[config.mk]
export PLATFORM = sky130hd
export DESIGN_NAME = dual_bit_serializer
export DESIGN_NICKNAME = d
export VERILOG_FILES = /design/src/rtl/dual_bit_serializer.sv
export SDC_FILE = /design/constraint.sdc
export NUM_CORES = 1
export LEC_CHECK = 0
export BUFFER_PORTS_ARGS = -buffer_cell sky130_fd_sc_hd__clkbuf_2
export CAP_MARGIN = 20
export CORE_MARGIN = 5
export CORE_UTILIZATION = 48
export CTS_CLUSTER_DIAMETER = 60
export DETAILED_ROUTE_END_ITERATION = 16
export GPL_ROUTABILITY_DRIVEN = 0
export PLACE_DENSITY = 0.77
export SYNTH_ARGS = -nofsm -noshare
export SYNTH_HDL_FRONTEND = slang
export SYNTH_SLANG_ARGS = --single-unit
export TNS_END_PERCENT = 30
[constraint.sdc]
create_clock -name clk_i -period 1.85 [get_ports clk_i]
set_input_delay 0.37 -clock clk_i [delete_from_list [all_inputs] [get_ports clk_i]]
set_output_delay 0.37 -clock clk_i [all_outputs]
set_load 0.005 [all_outputs]
[src/rtl/dual_bit_serializer.sv]
// Serializes a word pair (A on x, B on y) MSB-first after a one-cycle frame_rst pulse; accept-to-MSB is 2 edges.
// Backpressure: load_ready only in IDLE or on the last bit, so back-to-back frames run WIDTH+1 cycles each.
module dual_bit_serializer #(
    parameter int WIDTH = 16,
    parameter int CNT_W = 8
) (
    input  logic             clk_i,
    input  logic             rst_i,
    input  logic             load_valid_i,
    input  logic [WIDTH-1:0] word_a_i,
    input  logic [WIDTH-1:0] word_b_i,
    input  logic             abort_i,
    output logic             load_ready_o,
    output logic             x_o,
    output logic             y_o,
    output logic             bit_valid_o,
    output logic             first_bit_o,
    output logic             last_bit_o,
    output logic             frame_rst_o,
    output logic [CNT_W-1:0] frames_sent_o
);

    localparam int CW = $clog2(WIDTH);
    localparam logic [CW-1:0] CNT_MAX = CW'(WIDTH - 1);

    typedef enum logic [1:0] {IDLE, SYNC, SHIFT} state_e;

    state_e            state_q, state_d;
    logic [CW-1:0]     cnt_q, cnt_d;
    logic [WIDTH-1:0]  a_q, a_d;
    logic [WIDTH-1:0]  b_q, b_d;
    logic [CNT_W-1:0]  frames_q, frames_d;
    logic              accept;

    always_ff @(posedge clk_i) begin
        if (rst_i) begin
            state_q  <= IDLE;
            cnt_q    <= '0;
            a_q      <= '0;
            b_q      <= '0;
            frames_q <= '0;
        end else begin
            state_q  <= state_d;
            cnt_q    <= cnt_d;
            a_q      <= a_d;
            b_q      <= b_d;
            frames_q <= frames_d;
        end
    end

    // load_ready is the only output allowed to see inputs (rst/abort gate it).
    always_comb begin
        load_ready_o = !rst_i && !abort_i &&
                       ((state_q == IDLE) || ((state_q == SHIFT) && (cnt_q == '0)));
        accept       = load_valid_i && load_ready_o;
    end

    always_comb begin
        state_d  = state_q;
        cnt_d    = cnt_q;
        a_d      = a_q;
        b_d      = b_q;
        frames_d = frames_q;
        if (abort_i) begin
            state_d = IDLE;
            cnt_d   = '0;
            a_d     = '0;
            b_d     = '0;
        end else begin
            case (state_q)
                IDLE: begin
                    if (accept) begin
                        state_d = SYNC;
                        a_d     = word_a_i;
                        b_d     = word_b_i;
                    end
                end
                SYNC: begin
                    state_d = SHIFT;
                    cnt_d   = CNT_MAX;
                end
                SHIFT: begin
                    a_d   = a_q << 1;
                    b_d   = b_q << 1;
                    cnt_d = cnt_q - 1'b1;
                    if (cnt_q == '0) begin
                        frames_d = frames_q + 1'b1;
                        cnt_d    = '0;
                        if (accept) begin
                            state_d = SYNC;
                            a_d     = word_a_i;
                            b_d     = word_b_i;
                        end else begin
                            state_d = IDLE;
                        end
                    end
                end
                default: state_d = IDLE;
            endcase
        end
    end

    // Shift registers move left, so the current bit is always the top bit.
    always_comb begin
        x_o         = 1'b0;
        y_o         = 1'b0;
        bit_valid_o = 1'b0;
        first_bit_o = 1'b0;
        last_bit_o  = 1'b0;
        frame_rst_o = 1'b0;
        case (state_q)
            SYNC:  frame_rst_o = 1'b1;
            SHIFT: begin
                x_o         = a_q[WIDTH-1];
                y_o         = b_q[WIDTH-1];
                bit_valid_o = 1'b1;
                first_bit_o = (cnt_q == CNT_MAX);
                last_bit_o  = (cnt_q == '0);
            end
            default: ;
        endcase
    end

    assign frames_sent_o = frames_q;

endmodule

# After elaboration in Yosys (flattened, before gate mapping)
# Cells that the tools add are included.
[word_totals]
inputBits = 36
output_inout_bits = 15
register_bits = 46
elab_cells = 48
[op_classes]
reduce_logical = 15
n_eq_ne = 5
bitwise_logic = 1
n_addsub = 2
muxes = 20
[op_table]
columns = ["operator", "n"]
rows = [
  ["16-bit two-way mux", 6],
  ["16-bit one-hot mux with 2 select lines", 2],
  ["8-bit by 1-bit adder with 8-bit output (second input constant)", 1],
  ["4-bit one-hot mux with 2 select lines", 1],
  ["1-bit two-way mux", 7],
  ["2-bit one-hot mux with 3 select lines", 1],
  ["4-bit == test (second input constant)", 1],
  ["1-bit logical AND", 4],
  ["4-bit zero test", 1],
  ["2-bit two-way mux", 2],
  ["4-bit two-way mux", 1],
  ["2-bit AND reduction", 2],
  ["2-bit nonzero test", 2],
  ["4-bit by 1-bit subtractor with 4-bit output (second input constant)", 1],
  ["3-bit AND reduction", 1],
  ["2-bit by 1-bit == test with 1-bit output (second input constant)", 1],
  ["2-bit == test (second input constant)", 1],
  ["1-bit zero test", 2],
  ["2-bit zero test", 1],
  ["2-bit by 1-bit != test with 1-bit output (second input constant)", 1],
  ["2-bit != test (second input constant)", 1],
  ["2-bit OR reduction", 1],
  ["1-bit logical OR", 1],
  ["1-bit inverter", 1],
]

# Logic depth before layout (Yosys ltp)
# Gate-level depths: netlist of the first run.
[depth]
depth_word = 8
ltp_mapped = 9
depth_no_buf = 6

# Worst setup path after synthesis of the first run
# OpenSTA, ideal clock, no wires.
[synth_timing]
kind = "reg-to-reg"
startpoint = "register state_q[0]"
endpoint = "register a_q[15]"
path_buffers = 3
t_required_ns = 1.776
setup_ns = 0.074
period_less_slack_ns = 1.857
t_arrival_ns = 1.782
setup_slack_ns = -0.007
path_stages_with_launch = 10
path_cell_list = "dfxtp_1 > inv_1 > ha_1 > buf_2 > inv_1 > a31oi_1 > buf_2 > clkbuf_1 > nand2_1 > a31oi_1"
[synth_between]
elab_chain_cells = 8
elab_cells_between_ends = 12
cone_classes = "eq/ne (2); mux (3); reduce/logical (7)"
[synth_rtl]
columns = ["element", "line", "rtl"]
rows = [
  ["from (decl)", "28", "state_e state_q, state_d;"],
  ["from (signal assigned)", "43", "state_q <= state_d;"],
  ["2-bit == test", "54, 70", ""],
  ["1-bit logical AND", "54", "((state_q == IDLE) || ((state_q == SHIFT) && (cnt_q == '0)));"],
  ["1-bit logical OR", "54", ""],
  ["1-bit logical AND", "53", "load_ready_o = !rst_i && !abort_i &&"],
  ["1-bit logical AND", "55", "accept = load_valid_i && load_ready_o;"],
  ["16-bit two-way mux", "89", "if (accept) begin"],
  ["16-bit two-way mux", "86", "if (cnt_q == '0) begin"],
  ["16-bit one-hot mux with 2 select lines", "70", "case (state_q)"],
  ["to (signal assigned)", "39", "a_q <= '0;"],
  ["to (signal assigned)", "45", "a_q <= a_d;"],
  ["to (decl)", "30", "logic [WIDTH-1:0] a_q, a_d;"],
]
# Parallel ways exist; a longest one is shown, timed or not.
# A chain may end at the register's enable or synchronous reset.

# Final worst setup path of the first run
[layout_timing]
startpoint = "register cnt_q[2]"
endpoint = "output load_ready_o"
[layout_between]
elab_chain_cells = 4
[layout_rtl]
columns = ["element", "line", "rtl"]
rows = [
  ["from (decl)", "29", "logic [CW-1:0] cnt_q, cnt_d;"],
  ["from (signal assigned)", "44", "cnt_q <= cnt_d;"],
  ["4-bit zero test", "54", ""],
  ["1-bit logical AND", "54", ""],
  ["1-bit logical OR", "54", ""],
  ["1-bit logical AND", "53", ""],
  ["to (decl)", "13", "output logic load_ready_o,"],
]
# Every way passes these cells.

==> flow_metrics.tcl, run 1 <==
set metrics [dict create \
    pwr-share-comb 0.105 \
    required_ns 1.48 \
    finalHoldViolations 0 \
    syn_area_mm2 0.002147 \
    crit_path_cell_trace "or4_4, nor2_4, o21a_1, clkbuf_2" \
    final_cell_count_no_fill 373 \
    slew_headroom 0.7842 \
    dpl.cell_count 361 \
    drt-total-wl_um 4980 \
    irDropWorstVdd_mv 0.3435 \
    status "finished, violations left" \
    fp.dieH_um 76.88 \
    port-buffer-count 50 \
    cts.sinks 46 \
    root_buffer "clkbuf_8" \
    drc 0 \
    chipWidth_um 76.88 \
    fmax_mhz 533.6 \
    synth-edff-count 0 \
    core-area_mm2 0.004354 \
    dp_hpwl_um 3474 \
    p_switching_w 0.0004467 \
    ys_seq_area_frac 0.4289 \
    netlist_instances 262 \
    synth_fa_ha_area_frac 0.02914 \
    cp-startpoint "cnt_q[2]" \
    ys.flop_type "dfxtp_1" \
    ant_nets 0 \
    power_leakage_nw 1.151 \
    min-delay-path-class "input port to flop" \
    first_iter_violations 163 \
    synthSimpleGateAreaFrac 0.2197 \
    timing.rr.start "state_q[0]" \
    min_period_ns 1.874 \
    synth_top_family_by_area "simple AND/OR/NAND/NOR gates" \
    postCtsHoldBufs 0 \
    synth_compound_area_frac 0.2162 \
    wl_per_cell_um 13.35 \
    critPathMaxStageDelay_ns 0.56 \
    fp-row-count 24 \
    arrival_ns 1.50 \
    avgViaCountPerCell 5.397 \
    first_pass_iters 4 \
    violations "setup timing" \
    synth_seq_cells 46 \
    syn_to_final_growth_pct 25.17 \
    drive_gt1_frac 0.2804 \
    numCtsBuffers 5 \
    worst_slew_pin_slew_ns 0.3226 \
    final_core_util 0.6172 \
    clockBufferDepth 2 \
    ff2ff_setup_slack_ns 0.11 \
    clk_latency_ns 0.30 \
    power_frac_seq 0.522 \
    path_max_fanout 2 \
    path_class "flop to output port" \
    reg2regPathDepth 7 \
    startpoint_type "flop" \
    first_global_vias 1972 \
    antenna_found_initial 0 \
    critPathCapture "load_ready_o" \
    finalNetCount 361 \
    num_vias 2013 \
    end_kind "output port" \
    clkTransAtPathRegs_ns 0.08 \
    grt_pass1_wl_um 8618 \
    hold_slack_ns 0.2858 \
    worst_clock_skew_ns 0.005163 \
    ios 51 \
    synth_xor_area_frac 0.02448 \
    reg2reg_to "frames_sent_o[7]" \
    drv_cap 0 \
    setup_slack_ns -0.02401 \
    crit_slowest_cell "or4_4" \
    grt_overflow 0 \
    antennaDiodeCount 0 \
    htreeDepth 2 \
    synthMuxAreaShare 0.02448 \
    period_share 1.013 \
    synthesis.nets 303 \
    yosys_warnings 0 \
    drv_slew 0 \
    setup_viol 1 \
    gr-usage-all-layers 0.1745 \
    p_int_w 0.001512 \
    synthArstFlopShare 0 \
    grt_start_max_net_pins 36 \
    die-area_mm2 0.005911 \
    cts_tree "built" \
    rsz0062_at_grt "true" \
    initial_core_util 0.4931 \
    clkPwrFrac 0.373 \
    power_density_mw_per_mm2 728.7 \
    syn_avg_cell_area_um2 8.195 \
    ys_types 40 \
    switching_share 0.2281 \
]
[placed cells by master, fill, tap and decap left out, types with 2 or more instances in the layout]
| cell | instances |
|---|---|
| nand2_1 | 61 |
| clkbuf_2 | 50 |
| dfxtp_1 | 46 |
| o21ai_0 | 33 |
| a31oi_1 | 29 |
| buf_4 | 15 |
| nor2_1 | 14 |
| a21oi_1 | 5 |
| xor2_1 | 5 |
| clkbuf_8 | 5 |
| inv_1 | 4 |
| ha_1 | 4 |
| buf_12 | 4 |
| and2_1 | 3 |
| mux2i_1 | 3 |
| nand3_1 | 3 |
| nand4_1 | 2 |
| o32ai_1 | 2 |
| or3_1 | 2 |
| a22o_1 | 2 |
| clkbuf_1 | 2 |
[area by class of cell]
type,instances,area (um2)
Tap cell,52,65.06
Multi-Input combinational cell,192,1120
Timing Repair Buffer,70,454.2
Fill cell,374,1667
Clock buffer,7,76.32
Sequential cell,46,920.9
Clock inverter,1,30.03
Inverter,5,21.27
[per-stage QoR]
stage	instance area, um2	total power (W)	setup slack [ns]	TNS (ns)
final	2688	0.001958	-0.02401	-0.02401
after global routing	2688	0.002033	-0.06263	-0.1043
after CTS	2681	0.001975	-0.02538	-0.02538
after detailed placement	2535	0.001244	0.06682	0
after global placement	2535	0.001239	0.1357	0
after floorplan	2148	0.001155	0.09355	0
[cell families (layout without fill, tap and decap cells)]
logic type / Yosys count / count (layout)
adder cells (fa/ha/maj): 5 / 5
AND/OR/NAND/NOR: 99 / 99
buffers and inverters: 24 / 83
XOR/XNOR: 6 / 6
AO/OA/AOI/OAI: 78 / 78
multiplexers: 4 / 4
flip-flops: 46 / 46
[state kept, by name (all words and copies together) (netlist names)]
register       count
a_q               16
b_q               16
frames_sent_o      8
cnt_q              4
state_q            2
[synth_stat cells (all sizes together) (2+ instances only)]
cell / n / area (um2)
nand2: 61 / 229.0
dfxtp: 46 / 920.9
o21ai: 35 / 186.4
a31oi: 30 / 187.7
nor2: 16 / 62.56
buf: 11 / 73.82
clkbuf: 8 / 30.03
a21oi: 5 / 25.02
ha: 5 / 62.56
inv: 5 / 18.77
xor2: 5 / 43.79
mux2i: 4 / 52.55
and2: 3 / 18.77
nand3: 3 / 15.01
or3: 3 / 23.77
a22o: 2 / 17.52
nand4: 2 / 12.51
nor3: 2 / 15.01
nor4: 2 / 33.78
o32ai: 2 / 17.52
[worst min path at each step]
stage                           start  cells after the start       to
after floorplan                a_q[2]                      2   a_q[3]
after global placement         b_q[9]                      2  b_q[10]
after detailed placement      a_q[13]                      2  a_q[14]
after CTS                 word_a_i[0]                      2   a_q[0]
after global routing      word_a_i[0]                      2   a_q[0]
final                     word_a_i[0]                      2   a_q[0]
[layer usage]
metal,global-route usage,vias up,wire length (um)
met5,0,-,0
met4,0.08741,0,152
met3,0.04215,16,282
met2,0.2920,56,2325
met1,0.2061,908,2219
li1,-,1033,-
[power groups by stage]
stage / Clock, W / Combinational, W / Sequential [W]
2_1_floorplan: 0 / 0.000109 / 0.00105
6_report: 0.000731 / 0.000205 / 0.00102
3_5_place_dp: 0 / 0.000198 / 0.00105
4_1_cts: 0.000747 / 0.000205 / 0.00102
5_1_grt: 0.000779 / 0.000228 / 0.00103
3_3_place_gp: 0 / 0.000194 / 0.00105
[what timing repair did]
item	CTS	global route
endpoints found under the setup margin	3	7
gates resized for setup	4	2
pin swaps	1	1
buffers inserted	4	0
[critical path: cells and delay by family (launching register included)]
kind | cells | cell delay (ns)
simple gates | 2 | 0.67
flops | 1 | 0.32
compound gates | 1 | 0.12
buf+inv | 1 | 0.11
(Power assumes the default switching activity.)
==> run 2: changes to the inputs <==
--- a/config.mk
+++ b/config.mk
@@ -7,12 +7,14 @@
 export LEC_CHECK = 0
 export BUFFER_PORTS_ARGS = -buffer_cell sky130_fd_sc_hd__clkbuf_2
 export CAP_MARGIN = 20
+export CORE_ASPECT_RATIO = 1.25
 export CORE_MARGIN = 5
 export CORE_UTILIZATION = 48
 export CTS_CLUSTER_DIAMETER = 60
 export DETAILED_ROUTE_END_ITERATION = 16
 export GPL_ROUTABILITY_DRIVEN = 0
 export PLACE_DENSITY = 0.77
+export REMOVE_ABC_BUFFERS = 1
 export SYNTH_ARGS = -nofsm -noshare
 export SYNTH_HDL_FRONTEND = slang
 export SYNTH_SLANG_ARGS = --single-unit
==> run 2 against run 1 <==
Effect of this change:
- die area rose by 0.14%
- cell area fell by 1.9%
- critical path depth did not move
- largest power group unchanged
- setup slack improved by 0.014 ns
- non-clock buffer count fell by 2
- utilization fell by 1.2 points
- first-iteration DRC count fell by 14%
- the flow still finishes with violations (setup timing)
- sequential power barely moved
==> flow_metrics.tcl, run 2 (same netlist as run 1, synthesis figures left out) <==
set metrics [dict create \
    status "finished, violations left" \
    violations "setup timing" \
    wl_per_cell_um 12.75 \
    htreeDepth 2 \
    dp_hpwl_um 3382 \
    final_common_cell "nand2_1" \
    gr-usage-all-layers 0.1643 \
    end_kind "output port" \
    first_iter_violations 140 \
    ios 51 \
    period_share 1.006 \
    antennaDiodeCount 0 \
    port-buffer-count 50 \
    worst_slew_pin_slew_ns 0.2759 \
    power.total_w 0.001835 \
    tns_ns -0.01023 \
    cts.sinks 46 \
    initial_core_util 0.4927 \
    rsz0062_at_grt "true" \
    root_buffer "clkbuf_8" \
    final_cell_count_no_fill 377 \
    whs_path_depth 2 \
    ant_nets 0 \
    numCtsBuffers 5 \
    setup_viol 1 \
    avgViaCountPerCell 5.292 \
    die-area_mm2 0.005919 \
    core-area_mm2 0.004358 \
    clockBufferDepth 2 \
    fp-row-count 27 \
    fp.dieH_um 84.78 \
    num_vias 1995 \
    switching_share 0.2523 \
    min-delay-path-class "input port to flop" \
    drive_gt1_frac 0.2884 \
    finalHoldViolations 0 \
    clkTransAtPathRegs_ns 0.09 \
    grt_start_max_net_pins 41 \
    drc 0 \
    startpoint_type "flop" \
    setup_slack_ns -0.01023 \
    antenna_found_initial 0 \
    pwr-share-comb 0.111 \
    path_max_fanout 2 \
    p_int_w 0.001372 \
    irDropWorstVdd_mv 0.7013 \
    clkPwrFrac 0.332 \
    power_frac_seq 0.557 \
    grt_overflow 0 \
    drv_slew 0 \
    cts_tree "built" \
    finalNetCount 359 \
    drt-total-wl_um 4808 \
    fmax_mhz 537.6 \
    min_period_ns 1.860 \
    clk_latency_ns 0.30 \
    path_class "flop to output port" \
    arrival_ns 1.49 \
    power_leakage_nw 1.130 \
    power_density_mw_per_mm2 695.9 \
    reg2regPathDepth 6 \
    grt_pass1_wl_um 8107 \
    first_pass_iters 4 \
    dpl.cell_count 367 \
    mostFrequentLayoutCells "61 x nand2_1, 50 x clkbuf_2, 45 x dfxtp_1" \
    first_global_vias 1873 \
    chipWidth_um 69.82 \
    slew_headroom 0.8108 \
    required_ns 1.48 \
    syn_to_final_growth_pct 22.79 \
    hold_slack_ns 0.2795 \
    worst_clock_skew_ns 0.008886 \
    drv_cap 0 \
    p_switching_w 0.0004629 \
    dp_worst_setup_slack_ns 0.09956 \
]
## run 2: cell types whose count changed in the layout (fill, tap and decap cells not counted)
cell | previous run | this run
clkinv_2 | 0 | 1
buf_6 | 1 | 0
nor2_2 | 1 | 2
clkinv_4 | 0 | 1
dfxtp_2 | 0 | 1
bufinv_16 | 1 | 0
clkbuf_1 | 2 | 0
buf_4 | 15 | 16
buf_12 | 4 | 2
dfxtp_1 | 46 | 45
inv_2 | 0 | 1
clkinvlp_4 | 0 | 1
inv_4 | 1 | 0
nor2_1 | 14 | 13
## run 2: layout make-up
cell class / count / area, um2
fill: 409 / 1722
sequential: 46 / 922.1
tap: 58 / 72.57
timing repair buffer: 68 / 410.4
clock inverter: 3 / 21.27
clock buffer: 5 / 68.82
multi-input combinational: 192 / 1122
inverter: 5 / 18.77
## run 2: what timing repair did
item                       CTS  global route
buffers inserted             2             0
pin swaps                    1             0
hold endpoints to repair     0             0
hold buffers                 0             0
setup endpoints to repair    4             3
gates resized for setup      5             0
## run 2: power by group through the flow
stage          Combinational [W]  Clock [W]  Sequential, W
2_1_floorplan          0.0000976          0        0.00105
3_3_place_gp            0.000193          0        0.00104
3_5_place_dp            0.000195          0        0.00105
4_1_cts                 0.000203   0.000628        0.00102
5_1_grt                 0.000225   0.000672        0.00103
6_report                0.000203   0.000609        0.00102
## run 2: path summary, 6_finish.rpt
| kind | start | end | slack [ns] |
|---|---|---|---|
| worst max-delay path | cnt_q[2] | load_ready_o | -0.01 |
| worst min register to register | a_q[12] | a_q[13] | 0.47 |
| worst min-delay path | word_a_i[0] | a_q[0] | 0.28 |
| worst max register to register | cnt_q[2] | a_q[8] | 0.12 |
## run 2: through the flow
stage,instance area [um2],utilization
5_1_grt,2636,0.6049
6_report,2636,0.6049
4_1_cts,2636,0.6049
3_3_place_gp,2520,0.5782
3_5_place_dp,2520,0.5782
2_1_floorplan,2043,-
## run 2: layer usage
metal / track usage / wire, um
met1: 0.2125 / 2201
met2: 0.2666 / 2210
met3: 0.05150 / 345
met4: 0.04007 / 51
met5: 0 / 0
## run 2: critical path, stage by stage, from the launching register on
cell and delay, ns:
dfxtp_1 0.32, or4_4 0.55, nor2_4 0.10, o21a_1 0.11, clkbuf_2 0.10
==> run 3: changes to the inputs <==
--- a/config.mk
+++ b/config.mk
@@ -14,6 +14,7 @@
 export DETAILED_ROUTE_END_ITERATION = 16
 export GPL_ROUTABILITY_DRIVEN = 0
 export PLACE_DENSITY = 0.77
+export RECOVER_POWER = 25
 export REMOVE_ABC_BUFFERS = 1
 export SYNTH_ARGS = -nofsm -noshare
 export SYNTH_HDL_FRONTEND = slang
==> run 3 against run 2 <==
Effect of this change:
- the flow still finishes with violations (setup timing)
- utilization shrank 0.57 points
- power fell by 0.36%
- die area unchanged
- fmax grew 0.15%
- cell area is 0.95% lower
- non-clock buffer count unchanged
- via count down 0.10%
- register-to-register slack lost 0.11 ns
- cell count stayed put
- sequential power is essentially flat
==> flow_metrics.tcl, run 3 (same netlist as run 1, synthesis figures left out) <==
set metrics [dict create \
    power_density_mw_per_mm2 700.0 \
    mostFrequentLayoutCells "61 x nand2_1, 45 x dfxtp_1, 45 x clkbuf_2" \
    dpl.cell_count 367 \
    n_fill_cell 416 \
    finalNetCount 359 \
    finalHoldViolations 0 \
    drv_slew 0 \
    clockBufferDepth 2 \
    slew_headroom 0.7634 \
    worst_clock_skew_ns 0.008975 \
    hold_slack_ns 0.2795 \
    htreeDepth 2 \
    setup_viol 1 \
    reg2reg_to "frames_sent_o[7]" \
    final_cell_count_no_fill 377 \
    fp-row-count 27 \
    num_vias 1993 \
    multi_input_area_mm2 0.001107 \
    grt_pass1_wl_um 8107 \
    arrival_ns 1.49 \
    syn_to_final_growth_pct 21.62 \
    clk_latency_ns 0.30 \
    first_global_vias 1873 \
    grt_start_max_net_pins 41 \
    cts_tree "built" \
    cts.sinks 46 \
    status "finished, violations left" \
    avgViaCountPerCell 5.286 \
    rsz0062_at_grt "true" \
    drv_cap 0 \
    numCtsBuffers 5 \
    port-buffer-count 50 \
    worst_slew_pin_slew_ns 0.3549 \
    grt_overflow 0 \
    die-area_mm2 0.005919 \
    root_buffer "clkbuf_8" \
    chipWidth_um 69.82 \
    clkTransAtPathRegs_ns 0.09 \
    wl_per_cell_um 12.73 \
    min_period_ns 1.857 \
    drive_gt1_frac 0.2665 \
    initial_core_util 0.4927 \
    path_max_fanout 2 \
    antenna_found_initial 0 \
    timing.rr.start "cnt_q[0]" \
    power_leakage_nw 1.103 \
    fmax_mhz 538.4 \
    gr-usage-all-layers 0.1643 \
    ant_nets 0 \
    drt-total-wl_um 4800 \
    end_kind "output port" \
    min_from "word_a_i[0]" \
    dp_hpwl_um 3382 \
    whs_path_depth 2 \
    violations "setup timing" \
    cp-startpoint "cnt_q[2]" \
    drc 0 \
    reg2regPathDepth 6 \
    ios 51 \
    irDropWorstVdd_mv 0.7011 \
    ff2ff_setup_slack_ns 0.01 \
    postCtsHoldBufs 0 \
    fp.dieH_um 84.78 \
    first_iter_violations 136 \
    first_pass_iters 4 \
    hold_end "a_q[0]" \
    startpoint_type "flop" \
    core-area_mm2 0.004358 \
    required_ns 1.48 \
    setup_slack_ns -0.007407 \
    final_common_cell "nand2_1" \
    antennaDiodeCount 0 \
    period_share 1.004 \
    regArea_um2 922.1 \
    min-delay-path-class "input port to flop" \
    path_class "flop to output port" \
]
## run 3: cell types whose count changed in the layout (fill, tap and decap cells not counted)
cell	before	now
clkbuf_2	50	45
buf_4	16	15
nor4_4	1	0
clkbuf_1	0	6
nor4_1	0	1
## run 3: layout make-up
| type | instances | area share |
|---|---|---|
| clock buffers | 5 | 0.02635 |
| clock inverters | 3 | 0.008146 |
| inverters | 5 | 0.007187 |
| multi-input cells | 192 | 0.4241 |
| flip-flops and latches | 46 | 0.3531 |
| well taps | 58 | 0.02779 |
| repair buffers | 68 | 0.1533 |
## run 3: what timing repair did
action	4_1_cts	5_1_grt
setup buffers	2	0
pin swaps	1	0
gates resized for setup	5	0
endpoints found under the setup margin	4	3
## run 3: how the worst max path moves through the flow
stage          slack (ns)  cells after the start      endpoint
3_5_place_dp          0.1                      7        a_q[7]
5_1_grt             -0.08                      4  load_ready_o
3_3_place_gp         0.13                      6    state_q[1]
4_1_cts             -0.03                      4  load_ready_o
2_1_floorplan       -0.64                      6       a_q[11]
6_report           -0.007                      4  load_ready_o
## run 3: stage by stage
step                power (W)  worst slack, ns  area (um2)  utilization   TNS [ns]
floorplan            0.001143          -0.6368        2043            -     -19.62
global placement     0.001238           0.1329        2520       0.5782          0
detailed placement   0.001240          0.09956        2520       0.5782          0
CTS                  0.001854         -0.02517        2636       0.6049   -0.02517
global route         0.001916         -0.07601        2611       0.5992    -0.3686
finish               0.001828        -0.007407        2611       0.5992  -0.007407
## run 3: metal layers
| metal | vias up | share of wire | global-route usage |
|---|---|---|---|
| met3 | 7 | 0.073 | 0.05150 |
| met4 | 0 | 0.011 | 0.04007 |
| met1 | 899 | 0.46 | 0.2125 |
| li1 | 1028 | - | - |
| met5 | - | 0 | 0 |
| met2 | 59 | 0.46 | 0.2666 |
## run 3: power breakdown
| group | leakage, nW | switching, W | internal, W |
|---|---|---|---|
| registers | 0.373 | 0.0000110 | 0.00101 |
| clock network | 0.0441 | 0.000343 | 0.000265 |
| logic | 0.686 | 0.000107 | 0.0000907 |
## run 3: worst max-delay path, cell delays in order, from the launching register on
cell,delay (ns)
dfxtp_1,0.32
or4_4,0.55
nor2_4,0.10
o21a_1,0.11
clkbuf_2,0.10
